==> config.mk <==
export PLATFORM = sky130hd
export DESIGN_NAME = wall_follower_ctrl_flat
export DESIGN_NICKNAME = d
export VERILOG_FILES = /design/src/rtl/robo_pkg.sv /design/src/rtl/wall_follower_ctrl_if.sv /design/src/rtl/sensor_debounce.sv /design/src/rtl/wall_follower_ctrl.sv /design/src/flat_wrapper.sv
export SDC_FILE = /design/constraint.sdc
export NUM_CORES = 1
export LEC_CHECK = 0
export ABC_AREA = 1
export BUFFER_PORTS_ARGS = -buffer_cell sky130_fd_sc_hd__buf_2
export CORE_ASPECT_RATIO = 2
export CORE_MARGIN = 10
export CORE_UTILIZATION = 40
export CTS_CLUSTER_DIAMETER = 40
export DETAILED_ROUTE_END_ITERATION = 16
export SLEW_MARGIN = 10
export SYNTH_ARGS = -nofsm -noshare
export SYNTH_HDL_FRONTEND = slang
export SYNTH_SLANG_ARGS = --single-unit
==> constraint.sdc <==
create_clock -name initial_Clock -period 2.57 [get_ports initial_Clock]
set_input_delay 0.257 -clock initial_Clock [delete_from_list [all_inputs] [get_ports initial_Clock]]
set_output_delay 0.257 -clock initial_Clock [all_outputs]
set_load 0.01 [all_outputs]
==> src/rtl/robo_pkg.sv <==
// Shared definitions for the wall follower controller.
//   state_e      : FSM state encodings (SEARCH, FOLLOW, ROT_AWAY, TURN_IN, ADVANCE)
//   DIR_LEFT/RIGHT: Rotate_Dir values (0 = CCW, 1 = CW)
//   sat_inc      : saturating increment helper for small counters
package robo_pkg;

    typedef enum logic [2:0] {
        SEARCH   = 3'd0,
        FOLLOW   = 3'd1,
        ROT_AWAY = 3'd2,
        TURN_IN  = 3'd3,
        ADVANCE  = 3'd4
    } state_e;

    localparam logic DIR_LEFT  = 1'b0;
    localparam logic DIR_RIGHT = 1'b1;

    // Increment a 32-bit view of a counter, holding at lim once reached.
    function automatic int unsigned sat_inc(input int unsigned val, input int unsigned lim);
        return (val >= lim) ? lim : val + 1;
    endfunction

endpackage

==> src/rtl/wall_follower_ctrl_if.sv <==
// Signal bundle between the sensor/motor side and the controller.
//   Head, Side, Wall_Side          : raw sensor inputs and follow-side select
//   Front, Rotate, Rotate_Dir      : motor commands
//   Tick, Stuck, State             : timing pulse, give-up pulse, debug state
// All signals are plain levels; there is no handshake. The master drives the
// sensors and observes the motor/debug outputs; the slave is the controller.
interface wall_follower_ctrl_if;
    logic       Head;
    logic       Side;
    logic       Wall_Side;
    logic       Front;
    logic       Rotate;
    logic       Rotate_Dir;
    logic       Tick;
    logic       Stuck;
    logic [2:0] State;

    modport master (
        output Head, Side, Wall_Side,
        input  Front, Rotate, Rotate_Dir, Tick, Stuck, State
    );

    modport slave (
        input  Head, Side, Wall_Side,
        output Front, Rotate, Rotate_Dir, Tick, Stuck, State
    );
endinterface

==> src/rtl/sensor_debounce.sv <==
// Tick-sampled debouncer for one raw sensor bit.
//   initial_Clock : system clock
//   Reset_n       : asynchronous active-low reset
//   Tick          : sample enable
//   raw           : raw sensor level
//   clean         : accepted level, updated once raw has been identical for
//                   DEBOUNCE consecutive tick samples (current one included)
module sensor_debounce #(
    parameter int DEBOUNCE = 2
) (
    input  logic initial_Clock,
    input  logic Reset_n,
    input  logic Tick,
    input  logic raw,
    output logic clean
);
    localparam int RW = $clog2(DEBOUNCE) + 1;
    localparam logic [RW-1:0] RUN_LIM = RW'(DEBOUNCE);

    logic          last;
    logic [RW-1:0] run;
    logic [RW-1:0] run_next;

    // run counts how many consecutive samples (ending now) share raw's value.
    always_comb begin
        run_next = RW'(1);
        if (raw == last) begin
            run_next = (run >= RUN_LIM) ? run : run + RW'(1);
        end
    end

    always_ff @(posedge initial_Clock or negedge Reset_n) begin
        if (!Reset_n) begin
            last  <= 1'b0;
            run   <= '0;
            clean <= 1'b0;
        end else if (Tick) begin
            last <= raw;
            run  <= run_next;
            if (run_next >= RUN_LIM) begin
                clean <= raw;
            end
        end
    end
endmodule

==> src/rtl/wall_follower_ctrl.sv <==
// Single-wall follower controller with tick divider, debounced sensors,
// selectable follow side, timed rotate/advance manoeuvres and stuck detection.
//   initial_Clock : system clock
//   Reset_n       : asynchronous active-low reset
//   bus (slave)   : Head/Side/Wall_Side in; Front/Rotate/Rotate_Dir motor
//                   commands, Tick pulse, Stuck pulse and State debug out
module wall_follower_ctrl
    import robo_pkg::*;
#(
    parameter int CLOCK_DIVIDER = 6,
    parameter int DEBOUNCE      = 2,
    parameter int TURN_TICKS    = 3,
    parameter int ADV_TICKS     = 2,
    parameter int STUCK_LIMIT   = 4
) (
    input  logic                 initial_Clock,
    input  logic                 Reset_n,
    wall_follower_ctrl_if.slave  bus
);
    localparam logic [2:0] ST_SEARCH   = 3'(SEARCH);
    localparam logic [2:0] ST_FOLLOW   = 3'(FOLLOW);
    localparam logic [2:0] ST_ROT_AWAY = 3'(ROT_AWAY);
    localparam logic [2:0] ST_TURN_IN  = 3'(TURN_IN);
    localparam logic [2:0] ST_ADVANCE  = 3'(ADVANCE);

    localparam int DW   = $clog2(CLOCK_DIVIDER) + 1;
    localparam int TMAX = (TURN_TICKS > ADV_TICKS) ? TURN_TICKS : ADV_TICKS;
    localparam int TW   = $clog2(TMAX) + 1;
    localparam int LW   = $clog2(STUCK_LIMIT) + 1;

    localparam logic [DW-1:0] DIV_LAST  = DW'(CLOCK_DIVIDER - 1);
    localparam logic [TW-1:0] TURN_LOAD = TW'(TURN_TICKS);
    localparam logic [TW-1:0] ADV_LOAD  = TW'(ADV_TICKS);
    localparam logic [LW-1:0] LOST_LIM  = LW'(STUCK_LIMIT);

    logic [DW-1:0] div_cnt;
    logic          tick;
    logic          h;
    logic          s;
    logic [2:0]    state,  state_next;
    logic [TW-1:0] timer,  timer_next;
    logic [LW-1:0] lost,   lost_next;
    logic          side_l;
    logic          side_eff;
    logic          stuck_next;
    logic          front_next, rotate_next, dir_next;
    logic          front_q, rotate_q, dir_q, stuck_q;

    // ---------------- divider ----------------
    assign tick = (div_cnt == DIV_LAST);

    always_ff @(posedge initial_Clock or negedge Reset_n) begin
        if (!Reset_n) begin
            div_cnt <= '0;
        end else if (tick) begin
            div_cnt <= '0;
        end else begin
            div_cnt <= div_cnt + DW'(1);
        end
    end

    // ---------------- debouncers ----------------
    sensor_debounce #(.DEBOUNCE(DEBOUNCE)) u_head_db (
        .initial_Clock (initial_Clock),
        .Reset_n       (Reset_n),
        .Tick          (tick),
        .raw           (bus.Head),
        .clean         (h)
    );

    sensor_debounce #(.DEBOUNCE(DEBOUNCE)) u_side_db (
        .initial_Clock (initial_Clock),
        .Reset_n       (Reset_n),
        .Tick          (tick),
        .raw           (bus.Side),
        .clean         (s)
    );

    // ---------------- FSM next state ----------------
    // side_l is refreshed on this very tick while in SEARCH, so a manoeuvre
    // started from SEARCH must already use the new Wall_Side value.
    assign side_eff = (state == ST_SEARCH) ? bus.Wall_Side : side_l;

    always_comb begin
        state_next = state;
        timer_next = timer;
        lost_next  = lost;
        stuck_next = 1'b0;
        case (state)
            ST_SEARCH: begin
                if (h) begin
                    state_next = ST_ROT_AWAY;
                    timer_next = TURN_LOAD;
                end else if (s) begin
                    state_next = ST_FOLLOW;
                end
            end
            ST_FOLLOW: begin
                lost_next = '0;
                if (h) begin
                    state_next = ST_ROT_AWAY;
                    timer_next = TURN_LOAD;
                end else if (!s) begin
                    state_next = ST_TURN_IN;
                    timer_next = TURN_LOAD;
                end
            end
            ST_ROT_AWAY: begin
                if (timer <= TW'(1)) begin
                    if (h) begin
                        timer_next = TURN_LOAD;
                    end else if (s) begin
                        state_next = ST_FOLLOW;
                        timer_next = '0;
                    end else begin
                        state_next = ST_SEARCH;
                        timer_next = '0;
                    end
                end else begin
                    timer_next = timer - TW'(1);
                end
            end
            ST_TURN_IN: begin
                if (timer <= TW'(1)) begin
                    lost_next  = LW'(sat_inc(32'(lost), 32'(STUCK_LIMIT)));
                    state_next = ST_ADVANCE;
                    timer_next = ADV_LOAD;
                end else begin
                    timer_next = timer - TW'(1);
                end
            end
            ST_ADVANCE: begin
                // A wall ahead cuts the advance short regardless of timer.
                if (h) begin
                    state_next = ST_ROT_AWAY;
                    timer_next = TURN_LOAD;
                end else if (timer <= TW'(1)) begin
                    if (s) begin
                        state_next = ST_FOLLOW;
                        timer_next = '0;
                    end else if (lost == LOST_LIM) begin
                        state_next = ST_SEARCH;
                        timer_next = '0;
                        lost_next  = '0;
                        stuck_next = 1'b1;
                    end else begin
                        state_next = ST_TURN_IN;
                        timer_next = TURN_LOAD;
                    end
                end else begin
                    timer_next = timer - TW'(1);
                end
            end
            default: begin
                state_next = ST_SEARCH;
                timer_next = '0;
            end
        endcase
    end

    // Moore outputs derived from the state being entered, registered with it.
    always_comb begin
        front_next  = 1'b0;
        rotate_next = 1'b0;
        dir_next    = DIR_LEFT;
        case (state_next)
            ST_SEARCH, ST_FOLLOW, ST_ADVANCE: front_next = 1'b1;
            ST_ROT_AWAY: begin
                rotate_next = 1'b1;
                dir_next    = ~side_eff;
            end
            ST_TURN_IN: begin
                rotate_next = 1'b1;
                dir_next    = side_eff;
            end
            default: front_next = 1'b0;
        endcase
    end

    always_ff @(posedge initial_Clock or negedge Reset_n) begin
        if (!Reset_n) begin
            state    <= ST_SEARCH;
            timer    <= '0;
            lost     <= '0;
            side_l   <= DIR_LEFT;
            front_q  <= 1'b0;
            rotate_q <= 1'b0;
            dir_q    <= 1'b0;
            stuck_q  <= 1'b0;
        end else if (tick) begin
            state    <= state_next;
            timer    <= timer_next;
            lost     <= lost_next;
            if (state == ST_SEARCH) begin
                side_l <= bus.Wall_Side;
            end
            front_q  <= front_next;
            rotate_q <= rotate_next;
            dir_q    <= dir_next;
            stuck_q  <= stuck_next;
        end
    end

    assign bus.Front      = front_q;
    assign bus.Rotate     = rotate_q;
    assign bus.Rotate_Dir = dir_q;
    assign bus.Stuck      = stuck_q;
    assign bus.Tick       = tick;
    assign bus.State      = state;
endmodule
==> src/flat_wrapper.sv <==
// flat-port wrapper written by rule: the top's interface ports become plain ports
module wall_follower_ctrl_flat import robo_pkg::*;
#(
    parameter int CLOCK_DIVIDER = 6,
    parameter int DEBOUNCE      = 2,
    parameter int TURN_TICKS    = 3,
    parameter int ADV_TICKS     = 2,
    parameter int STUCK_LIMIT   = 4
)
  (initial_Clock, Reset_n, bus_Head, bus_Side, bus_Wall_Side, bus_Front, bus_Rotate, bus_Rotate_Dir, bus_Tick, bus_Stuck, bus_State);
  wall_follower_ctrl_if bus_i ();
  input  logic initial_Clock;
  input  logic Reset_n;
  input wire logic [$bits(bus_i.Head)-1:0] bus_Head;
  input wire logic [$bits(bus_i.Side)-1:0] bus_Side;
  input wire logic [$bits(bus_i.Wall_Side)-1:0] bus_Wall_Side;
  output wire logic [$bits(bus_i.Front)-1:0] bus_Front;
  output wire logic [$bits(bus_i.Rotate)-1:0] bus_Rotate;
  output wire logic [$bits(bus_i.Rotate_Dir)-1:0] bus_Rotate_Dir;
  output wire logic [$bits(bus_i.Tick)-1:0] bus_Tick;
  output wire logic [$bits(bus_i.Stuck)-1:0] bus_Stuck;
  output wire logic [$bits(bus_i.State)-1:0] bus_State;
  assign bus_i.Head = bus_Head;
  assign bus_i.Side = bus_Side;
  assign bus_i.Wall_Side = bus_Wall_Side;
  assign bus_Front = bus_i.Front;
  assign bus_Rotate = bus_i.Rotate;
  assign bus_Rotate_Dir = bus_i.Rotate_Dir;
  assign bus_Tick = bus_i.Tick;
  assign bus_Stuck = bus_i.Stuck;
  assign bus_State = bus_i.State;
  wall_follower_ctrl #(.CLOCK_DIVIDER(CLOCK_DIVIDER), .DEBOUNCE(DEBOUNCE), .TURN_TICKS(TURN_TICKS), .ADV_TICKS(ADV_TICKS), .STUCK_LIMIT(STUCK_LIMIT)) u_core (.initial_Clock(initial_Clock), .Reset_n(Reset_n), .bus(bus_i));
endmodule
==> key figures, run 1 <==
Synthesis
  • Mux contribution to synthesized area: 0%
  • Post-synthesis adder-cell area fraction: 5.11%
  • Synth Area in Compound Gates: 12.7%
  • Flops & latches, synth: 26
  • Syn_nets: 198
  • Warnings, synthesis: 0
  • Post-synthesis xor/xnor area fraction: 2.38%
  • Simple-gate portion of the synthesized area: 27.1%
  • Synthesized area: 1470 um2
  • Cell variety after synth: 27
  • Sequential fraction of the synthesis area: 44.3%
  • Largest family of logic cells by synthesized area: simple AND/OR/NAND/NOR gates
  • Mapped Avg Cell Area: 7.86 um2
  • Cells after Synth: 187

Floorplan
  • I/O Pins: 13
  • Die W: 62.9 um
  • Effective utilization at floorplan: 41.2%
  • Die H: 106 um
  • Die area: 6650 um2
  • Core outline area: 3570 um2
  • Rows: 31

Final layout
  • FILL cells: 383
  • Commonest non-fill, non-tap cell in the layout: nand2_1
  • N_diodes: 0
  • Post-layout nets: 214
  • P&R area growth vs syn: 11.0%
  • Multi-input logic area: 694 um2
  • Fraction of layout instances using a drive strength above 1: 18.4%
  • Finished Layout Cells: 250
  • Most frequent cells in the layout: nand2_1 (47), dfrtp_1 (26), inv_1 (23)
  • Sequential cell area: 651 um2

GRT
  • Total gr overflow: 0
  • First-pass GRT wire length: 5.74 mm
  • Largest net degree at the start of global routing: 27
  • Initial antenna violation count: 0
  • All-Layer GR Usage: 10.2%
  • Number of global-route vias before repair: 1355

Critical path
  • Slowest cell on the critical path: dfrtp_1
  • Reg2reg start: u_core.div_cnt[3]$_DFF_PN0_
  • CP peak stage delay: 0.42 ns
  • Crit path capture type: primary output
  • CP required: 2.31 ns
  • Crit path kind: flop to primary output
  • Reg2reg path depth: 7
  • R2r setup slk: 0.94 ns
  • Crit-path max FO: 18
  • Capture point of the worst reg-to-reg path: u_core.lost[0]$_DFFE_PN0P_
  • Worst Path Arrival: 1.52 ns
  • Crit start category: flop
  • Cell chain of the critical path: nor2_1 -> nand3_2 -> buf_4 -> inv_2 -> buf_2

Power
  • Pleak: 0.833 nW
  • Internal cell power: 0.861 mW
  • Gate power share: 46.8%
  • Peak VDD IR: 0.567 mV
  • Switch Pwr: 0.660 mW
  • Sequential Power Share: 38.0%
  • Sw Ratio: 43.4%
  • Power Dens Cells: 932 nW/um2
  • Clock network power share: 15.2%

Timing
  • Fin. Hold Viols: 26
  • RSZ-0062 raised after global routing: false
  • Worst hold slack: -0.0239 ns
  • Post-layout min period: 1.78 ns
  • Sum Neg Setup Slack: 0 ns
  • Slew HR: 61.7%
  • Final period util: 69.3%
  • Final setup violation count: 0
  • Slew Limit Fails: 0
  • Fmax achieved: 562 MHz
  • Clock Skew: 0.00159 ns
  • Slew @ Worst Pin: 0.574 ns

Clock tree
  • Clock tree sinks: 26
  • CTS tree: done
  • Clock transition at path regs: 0.09 ns
  • CTS Buffer Depth: 2
  • Worst-skew pair later-pin latency: 0.27 ns
  • Root Buffer: clkbuf_8
  • Postcts setup bufs: 0
  • H-tree levels: 1
  • Total CTS buffers: 3
  • Post-CTS resize count: 0
  • Cts hold-fix bufs: 0

Drt
  • Detailed Routing Iterations Pass 1: 4
  • Drt drc: 0
  • WL per Instance: 12.4 um
  • Post-route ant nets: 0
  • Initial DRC Count: 34
  • Vias per inst: 5.02
  • WL final: 3.10 mm
  • Via count: 1254

Flow run
  • Max cap viols: 0

Hold path
  • Class of the worst hold path: input port to asynchronous set/reset pin

Placed design
  • Placed cells: 247
  • DP Wirelength: 2.48 mm
  • Routability cong.: 0.926
  • Port Buf Inserts: 12

Run status
  • Status: complete, but fails checks
  • Failing checks: negative hold slack
Yosys cell counts:
cell       instances  area, um2
nor2_1            11       41.3
clkbuf_1           1       3.75
nand2_2            6       37.5
nor2_4             1       11.3
dfrtp_1           26        651
nand3_1           12       60.1
nor3_2             1       10.0
nor2_2             2       12.5
a21oi_1            1       5.00
o21ai_1           10       50.1
inv_1             23       86.3
o21ai_0           13       65.1
nand3b_1           1       7.51
nand3_2            1       10.0
ha_1               6       75.1
a22oi_1            2       15.0
o2111ai_1          1       8.76
inv_2              8       30.0
o22ai_2            1       12.5
o211ai_1           1       7.51
buf_2              1       5.00
o21a_1             1       7.51
o2111ai_2          1       15.0
nand4_1            4       25.0
nand2_1           47        176
xor2_1             4       35.0
or2_1              1       6.26
how the worst max path moves through the flow:
stage | slack [ns] | to | from
3_3_place_gp | 0.97 | u_core.lost[1]$_DFFE_PN0P_ | u_core.div_cnt[3]$_DFF_PN0_
6_report | 0.79 | bus_Tick | u_core.div_cnt[3]$_DFF_PN0_
3_5_place_dp | 0.96 | u_core.lost[0]$_DFFE_PN0P_ | u_core.div_cnt[3]$_DFF_PN0_
2_1_floorplan | 1.14 | u_core.bus.State[1]$_DFFE_PN0P_ | u_core.timer[1]$_DFFE_PN0P_
5_1_grt | 0.67 | bus_Tick | u_core.div_cnt[3]$_DFF_PN0_
4_1_cts | 0.78 | bus_Tick | u_core.div_cnt[3]$_DFF_PN0_
stage by stage:
step | total power [mW] | utilization (%) | area (um2) | setup slack [ns]
after floorplan | 1.11 | - | 1470 | 1.14
after global placement | 1.28 | 44.6 | 1590 | 0.971
after detailed placement | 1.30 | 44.6 | 1590 | 0.961
after CTS | 1.54 | 45.7 | 1630 | 0.779
after global routing | 1.67 | 45.7 | 1630 | 0.670
final | 1.52 | 45.7 | 1630 | 0.790
critical path, delay by kind of cell (launching register included):
family | cells | cell delay [ns]
simple gates | 2 | 0.25
buf+inv | 3 | 0.58
flops | 1 | 0.42
per-layer routing:
| metal | GRT usage, % | part of all wire, % |
|---|---|---|
| met5 | 0 | 0 |
| met4 | 6.91 | 4.6 |
| met3 | 1.27 | 1.7 |
| met2 | 19.6 | 55 |
| met1 | 9.51 | 39 |
layout make-up:
cell class / count / area share (%)
sequential: 26 / 39.9
tap: 49 / 3.76
timing repair buffer: 13 / 4.14
clock buffer: 3 / 2.53
multi-input combinational: 128 / 42.6
inverter: 31 / 7.13
cells by family (layout without fill, tap and decap cells):
logic type / Yosys count / in the layout
adder cells (fa/ha/maj): 6 / 6
XOR/XNOR: 4 / 4
AND/OR/NAND/NOR: 87 / 87
AO/OA/AOI/OAI: 31 / 31
buffers and inverters: 33 / 47
flip-flops: 26 / 26
sequential cells by signal, summed over array words and instances (netlist names):
register / cells
u_core.u_side_db.clean: 1
u_core.u_head_db.clean: 1
u_core.side_l: 1
u_core.u_side_db.last: 1
u_core.bus.Stuck: 1
u_core.bus.Rotate: 1
u_core.lost: 3
u_core.div_cnt: 4
u_core.u_head_db.run: 2
u_core.bus.Rotate_Dir: 1
u_core.u_head_db.last: 1
u_core.timer: 3
u_core.bus.Front: 1
u_core.bus.State: 3
u_core.u_side_db.run: 2
power by group through the flow:
stage	Combinational, mW	Clock (mW)	Sequential, mW
after global placement	0.700	0	0.581
after detailed placement	0.716	0	0.586
after CTS	0.720	0.237	0.578
after floorplan	0.523	0	0.592
after global routing	0.818	0.255	0.594
final	0.712	0.231	0.577
(Power assumes the default switching activity.)
==> inputs of run 2 (changes only) <==
clock period = 1.8 ns   (was 2.57 ns; I/O delays follow)
==> run 2 against run 1 <==
  * Critical endpoint is now u_core.bus.State[1]$_DFFE_PN0P_
  * Via count increased by 1.4%
  * Critical path depth increased by 6
  * Flip-flop and latch count unchanged
  * The run now ends clean
  * Largest cell class unchanged
==> key figures, run 2 (synthesis gave the netlist of run 1 again) <==
Clock tree
  • Clock transition at path regs: 0.09 ns
  • Cts hold-fix bufs: 1
  • Worst-skew pair later-pin latency: 0.27 ns
  • CTS tree: done
  • Clock tree sinks: 26
  • Root Buffer: clkbuf_8
  • CTS Buffer Depth: 2
  • Post-CTS resize count: 0
  • Total CTS buffers: 3
  • Postcts setup bufs: 0
  • H-tree levels: 1

Final layout
  • Commonest non-fill, non-tap cell in the layout: nand2_1
  • Number of flip-flops under the largest register name: 4
  • Sequential cell area: 651 um2
  • FILL cells: 381
  • P&R area growth vs syn: 11.7%
  • Fraction of layout instances using a drive strength above 1: 18.3%
  • N_diodes: 0
  • Finished Layout Cells: 251
  • Multi-input logic area: 694 um2
  • Post-layout nets: 215
  • Most flops, register: u_core.div_cnt
  • Most frequent cells in the layout: nand2_1 (47), dfrtp_1 (26), inv_1 (23)

Drt
  • WL per Instance: 13.3 um
  • WL final: 3.35 mm
  • Drt drc: 0
  • Detailed Routing Iterations Pass 1: 4
  • Vias per inst: 5.06
  • Post-route ant nets: 0
  • Via count: 1271
  • Initial DRC Count: 35

Hold path
  • Class of the worst hold path: input port to flop

Timing
  • Post-route setup slack: 0.173 ns
  • Final setup violation count: 0
  • Clock Skew: 0.00432 ns
  • Slew Limit Fails: 0
  • Sum Neg Setup Slack: 0 ns
  • RSZ-0062 raised after global routing: false
  • Fin. Hold Viols: 0
  • Fmax achieved: 615 MHz
  • Slew @ Worst Pin: 0.587 ns
  • Post-layout min period: 1.63 ns
  • Final period util: 90.4%
  • Slew HR: 60.8%

Floorplan
  • Core outline area: 3570 um2
  • Die area: 6650 um2
  • Die H: 106 um
  • I/O Pins: 13
  • Effective utilization at floorplan: 41.2%
  • Rows: 31
  • Die W: 62.9 um

Power
  • Power Dens Cells: 1330 nW/um2
  • Peak VDD IR: 0.668 mV
  • Total chip power: 2.18 mW
  • Pleak: 0.838 nW

GRT
  • Initial antenna violation count: 0
  • Total gr overflow: 0
  • Largest net degree at the start of global routing: 27
  • All-Layer GR Usage: 10.8%
  • Number of global-route vias before repair: 1385
  • First-pass GRT wire length: 5.89 mm

Placed design
  • DP Wirelength: 2.62 mm
  • Routability cong.: 0.879
  • Placed cells: 247
  • Pre-CTS setup slack: 0.202 ns
  • Port Buf Inserts: 12

Run status
  • Status: finished, final reports clean

Critical path
  • CP required: 1.96 ns
  • Worst Path Arrival: 1.78 ns
  • Crit-path max FO: 8
  • Crit path capture type: flop
  • Crit path kind: flop to flop
  • Crit start category: flop

Flow run
  • Max cap viols: 0
[run 2: cell count changes in the layout (fill, tap and decap cells not counted)]
cell           change
dlygate4sd3_1      +1
[run 2: area by class of cell]
type / count / share of cell area (%)
Multi-Input combinational cell: 128 / 42.3
Sequential cell: 26 / 39.6
Inverter: 31 / 7.09
Timing Repair Buffer: 14 / 4.73
Tap cell: 49 / 3.73
Clock buffer: 3 / 2.52
[run 2: report_power, final]
group,switching (mW),internal (mW),leakage (nW),total [mW]
Clock,0.182,0.150,0.0216,0.332
Sequential,0.104,0.720,0.323,0.824
Combinational,0.666,0.361,0.493,1.03
Total,0.952,1.23,0.838,2.18
[run 2: layer usage]
metal / up-vias / wire length [um] / GRT usage [%]
met4: 0 / 214 / 10.3
met2: 22 / 1810 / 19.6
li1: 630 / - / -
met1: 603 / 1270 / 9.72
met5: - / 0 / 0
met3: 16 / 55 / 1.38
[run 2: metrics by stage]
stage | instance area, um2 | util (%) | hold slack (ns)
finish | 1640 | 46.0 | 0.178
global route | 1640 | 46.0 | 0.210
CTS | 1640 | 46.0 | 0.175
detailed placement | 1590 | 44.6 | 0.227
global placement | 1590 | 44.6 | 0.216
floorplan | 1470 | - | -0.116
[run 2: critical path: stages, from the launching register on]
cell and delay, ns:
dfrtp_1 0.39, inv_1 0.09, ha_1 0.15, nand2_1 0.06, nand2_2 0.14, inv_2 0.10, nand2_2 0.10, nand4_1 0.09
nor2_1 0.21, nor2_2 0.07, inv_2 0.06, o21ai_1 0.06
[run 2: worst paths after layout]
check | startpoint | to | slack, ns | depth (start not counted)
setup / recovery | u_core.timer[1]$_DFFE_PN0P_ | u_core.bus.State[1]$_DFFE_PN0P_ | 0.17 | 11
hold / removal | bus_Side | u_core.u_side_db.clean$_DFFE_PN0P_ | 0.18 | 3
setup reg to reg | u_core.timer[1]$_DFFE_PN0P_ | u_core.bus.State[1]$_DFFE_PN0P_ | 0.17 | 11
hold reg to reg | u_core.bus.Rotate$_DFFE_PN0P_ | u_core.bus.Rotate$_DFFE_PN0P_ | 0.49 | 2
max in group asynchronous | Reset_n | u_core.u_side_db.run[1]$_DFFE_PN0P_ | 0.97 | 2
min in group asynchronous | Reset_n | u_core.lost[0]$_DFFE_PN0P_ | 0.43 | 2
==> inputs of run 3 (changes only) <==
PLACE_DENSITY = 0.66   (was not set)
==> run 3 against run 2 <==
  * Sequential share of layout area shrank 0.33 points
  * Largest power group unchanged
  * Clock power grew 13%
  * Critical path depth is the same
  * Worst hold slack gained 0.00050 ns
  * Wire length shrank 3.8%
  * First-iteration DRC count shrank 17%
==> key figures, run 3 (synthesis gave the netlist of run 1 again) <==
Critical path
  • Reg2reg start: u_core.bus.State[2]$_DFFE_PN0P_
  • Capture point of the worst reg-to-reg path: u_core.bus.Rotate_Dir$_DFFE_PN0P_
  • Reg2reg path depth: 11
  • Crit path kind: flop to flop
  • CP required: 2.01 ns
  • CP peak stage delay: 0.43 ns
  • R2r setup slk: 0.21 ns
  • CP most frequent cell: nand2_1
  • Crit path capture type: flop
  • Crit-path max FO: 4
  • Slowest cell on the critical path: dfrtp_1
  • Worst Path Arrival: 1.80 ns
  • Cell chain of the critical path: inv_1 -> nand2_2 -> nor2_1 -> inv_1 -> nand2_1 -> nand2_1 -> nand3_1 -> nand2_1 -> nand2_1 -> nand2_1 -> nand2_1
  • Crit start category: flop

GRT
  • Routing usage on met2: 20.5%
  • Largest net degree at the start of global routing: 27
  • M1 GR Usage: 9.11%
  • Number of global-route vias before repair: 1324
  • First-pass GRT wire length: 5.71 mm
  • All-Layer GR Usage: 10.3%
  • GR peak layer: met2
  • Initial antenna violation count: 0
  • Total gr overflow: 0
  • Met3 Use GR: 1.59%

Timing
  • Slew Limit Fails: 0
  • Slew HR: 59.7%
  • Final setup violation count: 0
  • Slew @ Worst Pin: 0.605 ns
  • Final period util: 88.5%
  • Fmax achieved: 628 MHz
  • Post-layout min period: 1.59 ns
  • RSZ-0062 raised after global routing: false
  • Worst hold slack: 0.179 ns
  • Fin. Hold Viols: 0
  • Clock Skew: 0.00260 ns
  • Sum Neg Setup Slack: 0 ns

Final layout
  • Most frequent cells in the layout: nand2_1 (47), dfrtp_1 (26), inv_1 (23)
  • FILL cells: 390
  • N_diodes: 0
  • Post-layout nets: 215
  • Fraction of layout instances using a drive strength above 1: 18.7%
  • P&R area growth vs syn: 12.6%
  • Number of flip-flops under the largest register name: 4
  • Commonest non-fill, non-tap cell in the layout: nand2_1
  • Most flops, register: u_core.div_cnt

Placed design
  • Routability cong.: 0.862
  • Port Buf Inserts: 12
  • DP Wirelength: 2.52 mm

Clock tree
  • CTS tree: done
  • Worst-skew pair later-pin latency: 0.27 ns
  • Root Buffer: clkbuf_8
  • H-tree levels: 1
  • Postcts setup bufs: 0
  • Clock transition at path regs: 0.09 ns
  • Total CTS buffers: 3
  • Clock tree sinks: 26
  • CTS Buffer Depth: 2

Drt
  • Vias per inst: 4.89
  • Via count: 1233
  • Drt drc: 0
  • Initial DRC Count: 29
  • WL final: 3.22 mm
  • WL per Instance: 12.8 um
  • Detailed Routing Iterations Pass 1: 4
  • Post-route ant nets: 0

Floorplan
  • Effective utilization at floorplan: 41.2%
  • Die area: 6650 um2
  • Core outline area: 3570 um2
  • Die W: 62.9 um
  • I/O Pins: 13
  • Rows: 31
  • Die H: 106 um

Power
  • Power Dens Cells: 1350 nW/um2
  • Peak VDD IR: 0.937 mV
  • Pleak: 0.845 nW

Hold path
  • Worst hold endpoint: u_core.u_side_db.clean$_DFFE_PN0P_
  • Hold Startpoint: bus_Side
  • WHS Path Cells: 3
  • Class of the worst hold path: input port to flop

Flow run
  • Max cap viols: 0

Run status
  • Status: finished, final reports clean
## run 3: cell count changes in the layout (fill, tap and decap cells not counted)
cell,before,now
clkbuf_8,3,4
## run 3: layout make-up
cell class	instances	area, um2	area share, %
Inverter	31	116	7.03
Timing Repair Buffer	14	77.6	4.69
Tap cell	49	61.3	3.70
Sequential cell	26	651	39.3
Multi-Input combinational cell	128	694	42.0
Clock buffer	4	55.1	3.33
## run 3: what timing repair did
action,in CTS,in global routing
endpoints found under the hold margin,26,0
hold buffers,1,0
resized for setup,0,0
## run 3: power by group
part	internal [mW]	total, mW	switching [mW]
Clock	0.195	0.375	0.180
Combinational	0.360	1.03	0.671
Sequential	0.720	0.823	0.103
## run 3: through the flow
stage	setup WS, ns	util (%)	total power, mW	instance area [um2]	instances
final	0.207	46.4	2.23	1660	252
after global routing	0.0111	46.4	2.45	1660	252
after CTS	0.205	46.4	2.27	1660	252
after detailed placement	0.237	44.6	1.86	1590	247
after global placement	0.236	44.6	1.85	1590	247
after floorplan	0.372	-	1.59	1470	187
## run 3: layer usage
metal | routed length, um | vias to the layer above
met2 | 1910 | 16
met4 | 108 | 0
met3 | 57 | 9
met1 | 1150 | 576
met5 | 0 | -
li1 | - | 632
## run 3: worst max path at each step
stage	slack (ns)	from	endpoint
after floorplan	0.37	u_core.timer[1]$_DFFE_PN0P_	u_core.bus.State[1]$_DFFE_PN0P_
after global placement	0.24	u_core.bus.State[2]$_DFFE_PN0P_	u_core.bus.Rotate_Dir$_DFFE_PN0P_
after detailed placement	0.24	u_core.bus.State[2]$_DFFE_PN0P_	u_core.bus.Rotate_Dir$_DFFE_PN0P_
after CTS	0.20	u_core.bus.State[2]$_DFFE_PN0P_	u_core.bus.Rotate_Dir$_DFFE_PN0P_
after global routing	0.01	u_core.timer[1]$_DFFE_PN0P_	u_core.bus.State[1]$_DFFE_PN0P_
final	0.21	u_core.bus.State[2]$_DFFE_PN0P_	u_core.bus.Rotate_Dir$_DFFE_PN0P_
## run 3: critical path, delay by kind of cell, from the launching register on
| family | cells | cell delay (ns) |
|---|---|---|
| buf+inv | 2 | 0.27 |
| simple gates | 9 | 0.84 |
| flops | 1 | 0.43 |
